**config.mk**
```make
export PLATFORM = sky130hd
export DESIGN_NAME = booth_mult_arbiter
export DESIGN_NICKNAME = d
export VERILOG_FILES = /design/src/rtl/booth_arb_pkg.sv /design/src/rtl/radix_4_booth.sv /design/src/rtl/rr_arbiter.sv /design/src/rtl/booth_mult_arbiter.sv
export SDC_FILE = /design/constraint.sdc
export NUM_CORES = 1
export LEC_CHECK = 0
export CORE_MARGIN = 1
export CORE_UTILIZATION = 55
export DETAILED_ROUTE_END_ITERATION = 6
export PLACE_DENSITY = 0.78
export SLEW_MARGIN = 20
export SYNTH_ARGS = -nofsm -noshare
export SYNTH_HDL_FRONTEND = slang
export SYNTH_SLANG_ARGS = --single-unit
```
**constraint.sdc**
```tcl
create_clock -name clk -period 11.6 [get_ports clk]
set_clock_uncertainty 0.1 [all_clocks]
set_input_delay 2.9 -clock clk [delete_from_list [all_inputs] [get_ports clk]]
set_output_delay 2.9 -clock clk [all_outputs]
set_load 0.1 [all_outputs]
```
**src/rtl/booth_arb_pkg.sv**
```systemverilog
// booth_arb_pkg: shared FSM state type and ID-width helper for the booth multiplier arbiter
package booth_arb_pkg;

    typedef enum logic [1:0] {
        IDLE = 2'd0,
        MUL  = 2'd1,
        RESP = 2'd2
    } state_t;

    function automatic int id_w(input int nreq);
        return (nreq > 1) ? $clog2(nreq) : 1;
    endfunction

endpackage

```
**src/rtl/radix_4_booth.sv**
```systemverilog
// radix_4_booth: combinational signed radix-4 Booth multiplier, full 2*WIDTH product
module radix_4_booth #(
    parameter int WIDTH = 32
) (
    input  logic [WIDTH-1:0]   multiplicand,
    input  logic [WIDTH-1:0]   multiplier,
    output logic [2*WIDTH-1:0] product
);

    // One extra group so odd widths and the top sign bits are always covered
    localparam int NG = WIDTH / 2 + 1;

    logic [2*NG:0]      m_ext;
    logic [2*WIDTH-1:0] a_ext;
    logic [2*WIDTH-1:0] pp;
    logic [2*WIDTH-1:0] acc;

    always_comb begin
        m_ext = {{(2*NG-WIDTH){multiplier[WIDTH-1]}}, multiplier, 1'b0};
        a_ext = {{WIDTH{multiplicand[WIDTH-1]}}, multiplicand};
        acc   = '0;
        pp    = '0;
        for (int j = 0; j < NG; j++) begin
            case (m_ext[2*j +: 3])
                3'b001, 3'b010: pp = a_ext;
                3'b011:         pp = a_ext << 1;
                3'b100:         pp = -(a_ext << 1);
                3'b101, 3'b110: pp = -a_ext;
                default:        pp = '0;
            endcase
            acc = acc + (pp << (2*j));
        end
        product = acc;
    end

endmodule

```
**src/rtl/rr_arbiter.sv**
```systemverilog
// rr_arbiter: combinational round-robin pick of the first request at or above ptr, wrapping
module rr_arbiter
    import booth_arb_pkg::*;
#(
    parameter int NREQ = 4
) (
    input  logic [NREQ-1:0]       req,
    input  logic [id_w(NREQ)-1:0] ptr,
    input  logic                  en,
    output logic [NREQ-1:0]       gnt,
    output logic [id_w(NREQ)-1:0] gnt_id
);

    localparam int ID_W = id_w(NREQ);

    logic [ID_W-1:0] idx;
    logic            found;

    always_comb begin
        gnt    = '0;
        gnt_id = '0;
        found  = 1'b0;
        idx    = '0;
        for (int k = 0; k < NREQ; k++) begin
            idx = ID_W'((int'(ptr) + k) % NREQ);
            if (en && !found && req[idx]) begin
                found    = 1'b1;
                gnt[idx] = 1'b1;
                gnt_id   = idx;
            end
        end
    end

endmodule

```
**src/rtl/booth_mult_arbiter.sv**
```systemverilog
// booth_mult_arbiter: round-robin sharing of one Booth multiplier among NREQ requesters
module booth_mult_arbiter
    import booth_arb_pkg::*;
#(
    parameter int               WIDTH        = 32,
    parameter int               NREQ         = 4,
    parameter logic [WIDTH-1:0] MULTIPLICAND = 32'h55555555
) (
    input  logic                    clk,
    input  logic                    rst_n,
    input  logic [NREQ-1:0]         req_valid,
    input  logic [NREQ*WIDTH-1:0]   req_data,
    output logic [NREQ-1:0]         req_ready,
    output logic                    rsp_valid,
    input  logic                    rsp_ready,
    output logic [id_w(NREQ)-1:0]   rsp_id,
    output logic [2*WIDTH-1:0]      rsp_result,
    output logic                    busy
);

    localparam int ID_W = id_w(NREQ);

    state_t             state, state_nxt;
    logic [WIDTH-1:0]   op_reg;
    logic [ID_W-1:0]    id_reg, ptr, gnt_id;
    logic [2*WIDTH-1:0] res_reg, product;
    logic [NREQ-1:0]    gnt;
    logic               hs;

    // Grants are masked while reset is held so req_ready reads 0 during reset
    rr_arbiter #(.NREQ(NREQ)) u_arb (
        .req    (req_valid),
        .ptr    (ptr),
        .en     (state == IDLE && rst_n),
        .gnt    (gnt),
        .gnt_id (gnt_id)
    );

    radix_4_booth #(.WIDTH(WIDTH)) u_mult (
        .multiplicand (MULTIPLICAND),
        .multiplier   ((state == MUL) ? op_reg : '0),
        .product      (product)
    );

    assign hs = |gnt;

    always_comb begin
        state_nxt = state;
        state_nxt = (state == IDLE && hs)        ? MUL  :
                    (state == MUL)               ? RESP :
                    (state == RESP && rsp_ready) ? IDLE : state;
    end

    always_ff @(posedge clk or negedge rst_n) begin
        if (!rst_n) begin
            state   <= IDLE;
            op_reg  <= '0;
            id_reg  <= '0;
            res_reg <= '0;
            ptr     <= '0;
        end else begin
            state <= state_nxt;
            if (state == IDLE && hs) begin
                op_reg <= req_data[gnt_id*WIDTH +: WIDTH];
                id_reg <= gnt_id;
            end
            if (state == MUL) begin
                res_reg <= product;
                ptr     <= (id_reg == ID_W'(NREQ-1)) ? '0 : id_reg + 1'b1;
            end
        end
    end

    assign req_ready  = gnt;
    assign rsp_valid  = (state == RESP);
    assign rsp_id     = id_reg;
    assign rsp_result = res_reg;
    assign busy       = (state != IDLE);

endmodule

```
==> run metrics <==
Mapped Avg Cell Area 9.51 um^2; clock net sink count 102; CTS tree built; buffers and inverters on the worst path 5; final slew viol count 0; cell type of the slowest stage on the worst timing path fa_1; top cells by area, synth fa_1, dfrtp_1, ha_1; final critical-path share of the clock period 0.829; TNS Setup 0 ps; start of the worst register-to-register path state[0]; count of flip-flops with a built-in enable after synthesis 0; total of buffers placed on input and output ports 206; post-place setup slack 2140 ps; number of standard cells after synthesis 2152; worst hold path endpoint rsp_result[30]; class of the most critical hold timing path reg2reg; actual slew at the worst max-slew pin 1030 ps; Post-CTS Hold Buffers 0; std cell rows 70; initial cell density of the core 0.559; CP required 11800 ps; maximum root-to-sink buffer count 2; Setup crit start kind flop; core footprint 36600 um^2; dominant delay contributor by cell family on the critical path adder cells; I/O pin count 207; non-filler instance count after layout roughly 2800; count of final setup violators 0; Final #Nets 2996; flip-flop count of the largest register after layout 64; detailed-placement wirelength estimate around 45 mm; final weighted congestion of routability-driven global placement 1.01; Critical Path AT 9820 ps; area share of the largest cell type after synthesis 0.387; number of buffers created by CTS 9; routed len/inst ~19 um; clock transition at the registers of the reported paths 90 ps; most frequent cells in the layout inv_1, fa_1, nand2_1; count of unique library cells instantiated by Yosys 70; remaining antenna violation count 0; final routed DRC violation total 0; Worst setup EP type flop; via count 15188; signed area change from the synthesized netlist to the final layout 13.2%; cell taking the most area after synthesis fa_1; via count of the first global-routing pass 16459; Final Hold Viols 0; Syn Nets 2841; Synth warnings 0; Crit path top cell by count fa_1; share of layout cells above drive strength 1 0.0337; shortest period the worst path allows 9620 ps; timing-limited maximum frequency 104 MHz; GRT Resource Usage Total 0.289; largest net degree at the start of global routing 75; total detailed-routing wirelength 51.6 mm; register-to-register setup slack 1980 ps; number of stages on the worst hold path 2; ys flop type dfrtp_1; setup repair after global routing missed its margin false; worst setup margin a little under 2000 ps; Max Cap Viol 0; Crit. Startpoint state[0]; floorplan die height approximately 190 um; result of the run finished clean; number of buffers inserted by post-CTS setup repair 0; aggregate global routing overflow 0; portion of the post-synthesis area used by sequential elements 0.125; Die ar. 38000 um^2; initial detailed-routing violation count 945; Root Buffer clkbuf_16; H-tree lvl count 3; Horiz. Die Dim 195 um; later-pin clock latency in the skew report about 400 ps; final core occ 0.633; FFs w/ async S/R, synth 1.00; total inserted antenna cells 0; max incr delay on CP 700 ps; via/cell ratio 5.46; post-synthesis sequential element count 102; Worst Reg2Reg Path Length in Cells 27; placed cell count 2764; number of detailed-route iterations in the first pass 5; Slew HR 0.315; maximum net fanout on the critical path 56; area of the mapped netlist just over 20000 um^2; endpoint of the most critical register-to-register path rsp_result[58]; # resized after CTS 0; wire length of the first global-routing pass 84.9 mm; most common library cell in the layout ignoring fill and taps inv_1; antenna violations before repair 0; launch point of the worst hold path rsp_result[30]; Crit Path Category reg2reg
==> how the worst max path moves through the flow <==
stage                                 to  slack (ps)  cells after the start
after floorplan             req_ready[3]        2510                      5
after global placement    rsp_result[58]        2350                     27
after detailed placement  rsp_result[58]        2140                     27
after CTS                 rsp_result[58]        2120                     27
after global routing      rsp_result[58]        1320                     27
final                     rsp_result[58]        1980                     27
==> layout make-up <==
cell class                      instances  area (um^2)
Timing Repair Buffer                  216         2130
Sequential cell                       102         2550
Tap cell                              468          586
Multi-Input combinational cell       1525        15900
Clock buffer                            9          225
Inverter                              453         1700
Clock inverter                          7         72.6
Fill cell                            3075        13400
==> synthesized netlist by cell type (all sizes together), types with 8 or more instances <==
master    n
mux2     35
nor2     73
buf      19
a21o     37
nor3      8
clkbuf   53
inv     453
o31ai     8
o21ai   152
and3     12
nor4      8
dfrtp   102
ha      158
nand3    22
nand2   226
nand2b   12
xnor2    56
a21oi    69
a211oi    9
o21bai    9
xor2     45
fa      396
mux2i    67
nand4    15
o21a     16
and2     10
a31oi    14
==> worst min-delay path: stages, from the launching register on <==
cell and delay [ps]:
dfrtp_1 340, nand2_1 40, o21ai_0 60
==> cell families after synthesis <==
kind of cell               after synthesis  synth area share
and+or+nand+nor                        404            0.0865
muxes                                  104            0.0542
adders and majority gates              554             0.484
DFF                                    102             0.125
buffers and inverters                  525            0.0992
xor gates and xnor gates               101            0.0432
AOI/OAI and AO/OA                      362             0.109
==> through the flow <==
| step | hold slack, ps | cell area [um^2] |
|---|---|---|
| 3_5_place_dp | 366 | 22900 |
| 4_1_cts | 385 | 23200 |
| 3_3_place_gp | 351 | 22900 |
| 5_1_grt | 412 | 23200 |
| 6_report | 377 | 23200 |
| 2_1_floorplan | 347 | 20500 |
==> per-layer routing <==
layer / track usage / wire length [um] / part of all wire
met1: 0.399 / 23000 / 0.45
met2: 0.478 / 24400 / 0.47
met3: 0.0406 / 3080 / 0.060
met5: 0 / 0 / 0
met4: 0.0802 / 1150 / 0.022
Power is not shown: default switching activity piles up to over one toggle a cycle in this logic, so the estimate is an artifact.
==> edit 1: new RTL, same settings <==
Change the parameter `MULTIPLICAND` from 32'h55555555 to 32'h40000000.
--- a/src/rtl/booth_mult_arbiter.sv
+++ b/src/rtl/booth_mult_arbiter.sv
@@ -4,7 +4,7 @@
 #(
     parameter int               WIDTH        = 32,
     parameter int               NREQ         = 4,
-    parameter logic [WIDTH-1:0] MULTIPLICAND = 32'h55555555
+    parameter logic [WIDTH-1:0] MULTIPLICAND = 32'h40000000
 ) (
     input  logic                    clk,
     input  logic                    rst_n,
Check against the original RTL: not equivalent (a bounded check fails within 4 cycles, from zero or initial values and one cycle with rst_n low).
==> edit 1 against the unedited design <==
Sequential cell count down 30. Area after synthesis fell by 44%. Global-route usage decreased by 3.4 points. Cell area is 41% lower. Setup slack better by 0.80 ns. Register-to-register slack improved by 1.4 ns. Wire length is 51% lower. First-iteration DRC count is 69% lower.
Power is left out: the tool's default activity adds up to more than one toggle a clock period on the data nets, which glitch-free logic cannot reach.
==> edit 1: results <==
{
  "status": "finished clean",
  "synth.distinct_cells": 54,
  "synthMuxAreaShare": 0.1306,
  "grt_usage": 0.2551,
  "synth_commonest_cells": "inv_1 (204), fa_1 (171), ha_1 (116)",
  "drive_above_1_share": 0.05316,
  "dp_cells": 1552,
  "n_fill_cell": 1634,
  "vias": 8053,
  "worstReg2RegEnd": "rsp_result[63]$_DFFE_PN0N_",
  "wl_per_cell_um": 16.11,
  "rr_worst_depth": 20,
  "netlist_top_cells_area": "fa_1 (30%), dfrtp_1 (16%), ha_1 (13%)",
  "drt_iter0_drc": 292,
  "die_area_um2": 21400,
  "routed_via_density": 5.136,
  "rrSetupSlack_ns": 3.41,
  "arrival_ns": 5.82,
  "path_clk_slew_ns": 0.06,
  "grt_pass1_vias": 8629,
  "synth_compound_area_frac": 0.07539,
  "largest_reg_flops": 34,
  "dp_worst_setup_slack_ns": 2.792,
  "grt_first_pass_wirelength_um": 42990,
  "crit_end": "req_ready[3]",
  "final_nets": 1715,
  "portBuffers": 176
}
edit 1: cell types whose count changed after synthesis, moves of 28 or more:
cell,unedited run,this run
inv_1,453,204
fa_1,396,171
nand2_1,226,107
o21ai_0,116,44
ha_1,158,116
nor2_1,73,32
a21oi_1,69,29
clkbuf_1,53,15
mux2i_1,67,101
o21ai_1,36,2
dfrtp_1,102,72
a21o_1,37,8
xor2_1,45,17
edit 1: how the worst min path moves through the flow:
stage,startpoint,to,slack (ns),cells past startpoint
after global routing,rsp_result[46]$_DFFE_PN0N_,rsp_result[46]$_DFFE_PN0N_,0.40,2
after floorplan,op_reg[0]$_DFFE_PN0P_,rsp_result[30]$_DFFE_PN0N_,0.33,2
final,rsp_result[44]$_DFFE_PN0N_,rsp_result[44]$_DFFE_PN0N_,0.37,2
after global placement,rsp_result[55]$_DFFE_PN0N_,rsp_result[55]$_DFFE_PN0N_,0.36,2
after CTS,rsp_result[48]$_DFFE_PN0N_,rsp_result[48]$_DFFE_PN0N_,0.38,2
after detailed placement,rsp_result[34]$_DFFE_PN0N_,rsp_result[34]$_DFFE_PN0N_,0.36,2
edit 1: worst max-delay path, delay by kind of cell:
kind | cells | cell delay (ns)
compound gates | 4 | 0.99
buf+inv | 2 | 1.68
simple gates | 2 | 0.25
edit 1: area by class of cell:
type | instances | area (µm²) | share of cell area
inverter | 204 | 765.7 | 0.05603
clock buffer | 10 | 239.0 | 0.01749
sequential | 72 | 1802 | 0.1318
timing repair buffer | 182 | 1804 | 0.1320
multi-input combinational | 824 | 8650 | 0.6329
clock inverter | 6 | 67.56 | 0.004944
tap | 270 | 337.8 | 0.02472
edit 1: kinds of logic after synthesis:
kind of cell               after synthesis
and+or+nand+nor                        191
DFF                                     72
AOI/OAI and AO/OA                      133
adders and majority gates              287
buffers and inverters                  267
other                                    1
muxes                                  135
xor gates and xnor gates                48
edit 1: per-layer routing:
layer | track usage | up-vias | wire (µm)
met5 | 0 | - | 0
met3 | 0.05563 | 26 | 1506
met1 | 0.3317 | 3856 | 11100
met2 | 0.4355 | 254 | 12240
met4 | 0.05833 | 0 | 422
li1 | - | 3917 | -
edit 1: through the flow:
step / hold slack (ns) / cell area, µm²
2_1_floorplan: 0.3348 / 11560
3_3_place_gp: 0.3604 / 13350
3_5_place_dp: 0.3622 / 13350
4_1_cts: 0.3841 / 13660
5_1_grt: 0.4022 / 13670
6_report: 0.3731 / 13670
==> edit 2: new RTL, same flow settings <==
Made on the original files. Remove the case item `3'b101, 3'b110` of the case on `m_ext[2*j +: 3]`.
--- a/src/rtl/radix_4_booth.sv
+++ b/src/rtl/radix_4_booth.sv
@@ -25,7 +25,6 @@
                 3'b001, 3'b010: pp = a_ext;
                 3'b011:         pp = a_ext << 1;
                 3'b100:         pp = -(a_ext << 1);
-                3'b101, 3'b110: pp = -a_ext;
                 default:        pp = '0;
             endcase
             acc = acc + (pp << (2*j));
Check against the original RTL: not equivalent (Yosys sat finds a counterexample within 4 cycles, from zero or initial values and one cycle with rst_n low).
==> edit 2 against the unedited design <==
Cell area decreased by 6.1%. Cell count decreased by 3.0%. Fmax increased by 4.8%. Critical path depth decreased by 21. Setup slack improved by 0.44 ns. Wire length decreased by 7.3%. Area after synthesis decreased by 6.9%. Sequential cell count unchanged. Core utilization increased by 1.1 points. Die area decreased by 6.8%.
Power is not shown: default switching activity piles up to over one toggle a cycle in this logic, so the estimate is an artifact.
==> edit 2: results <==
{
  "reg2reg_from": "state[1]$_DFFE_PN0P_",
  "grt_max_degree": 99,
  "path_clk_slew_ns": 0.07,
  "synthXorXnorAreaFrac": 0.03628,
  "synth_fa_ha_area_frac": 0.4862,
  "antenna_found_initial": 1,
  "final_nets": 2895,
  "seq_area_frac_synth": 0.1338,
  "n_fill_cell": 2754,
  "grt_pass1_vias": 15508,
  "wl_per_cell_um": 17.73,
  "grt_usage": 0.2862,
  "synth.distinct_cells": 68,
  "drt_iter0_drc": 916,
  "netlist_top_cells_area": "fa_1 (39%), dfrtp_1 (13%), ha_1 (9.3%)",
  "syn_nets": 2748,
  "worstHoldStart": "rsp_result[28]$_DFFE_PN0N_",
  "crit_start": "req_valid[2]",
  "place_area_um2": 21440,
  "tightest_slew_ns": 1.077,
  "synth_compound_area_frac": 0.1077,
  "routed_via_density": 5.439,
  "synth_top_area_frac": 0.3936,
  "synthMuxAreaShare": 0.005642,
  "antenna_cells": 0,
  "status": "finished clean",
  "hold_class": "reg -> reg",
  "final.setup.tns_ns": 0,
  "synth_commonest_cells": "inv_1 (388), fa_1 (375), nand2_1 (351)",
  "dpl.hpwl_um": 40830,
  "clock_path_buffers": 2,
  "worstSkewPairLatency_ns": 0.38,
  "routabilityCongestion": 1.010,
  "grt_first_pass_wirelength_um": 78920,
  "arrival_ns": 6.18,
  "yosysWarnings": 0
}
==> edit 2: cell families after synthesis <==
family / after synthesis
AOI/OAI and AO/OA: 339
xor gates and xnor gates: 79
adders and majority gates: 516
buffers and inverters: 466
DFF: 102
muxes: 8
and+or+nand+nor: 587
==> edit 2: final timing paths <==
| path | cells past startpoint | end | slack [ns] |
|---|---|---|---|
| worst max-delay path | 6 | req_ready[0] | 2.42 |
| worst min-delay path | 2 | rsp_result[28]$_DFFE_PN0N_ | 0.38 |
| worst max register to register | 26 | rsp_result[63]$_DFFE_PN0N_ | 2.63 |
| worst min register to register | 2 | rsp_result[28]$_DFFE_PN0N_ | 0.38 |
| max in group asynchronous | 2 | rsp_result[10]$_DFFE_PN0N_ | 7.76 |
| min in group asynchronous | 1 | rsp_result[25]$_DFFE_PN0N_ | 2.44 |
==> edit 2: final cells by class <==
| cell class | instances | area share |
|---|---|---|
| Multi-Input combinational cell | 1529 | 0.6789 |
| Clock buffer | 9 | 0.01035 |
| Clock inverter | 7 | 0.003335 |
| Tap cell | 448 | 0.02576 |
| Inverter | 388 | 0.06694 |
| Timing Repair Buffer | 214 | 0.09741 |
| Sequential cell | 102 | 0.1173 |
==> edit 2: worst max-delay path: stages <==
cell	delay (ns)
clkdlybuf4s50_1	0.45
mux4_2	0.56
nor4_2	0.67
a222oi_1	0.24
nand2_1	0.19
clkdlybuf4s50_1	1.16
==> edit 2: through the flow <==
step	setup WS [ns]	cells	util
after floorplan	3.635	2097	-
after global placement	2.243	2681	0.6347
after detailed placement	2.119	2681	0.6347
after CTS	2.119	2697	0.6435
after global routing	2.019	2697	0.6441
final	2.417	2697	0.6441
==> edit 2: metal layers <==
metal	part of all wire	track usage	vias up
li1	-	-	6928
met1	0.43	0.3795	7208
met2	0.49	0.4896	475
met3	0.062	0.04377	55
met4	0.023	0.07755	2
met5	0.00027	0	-
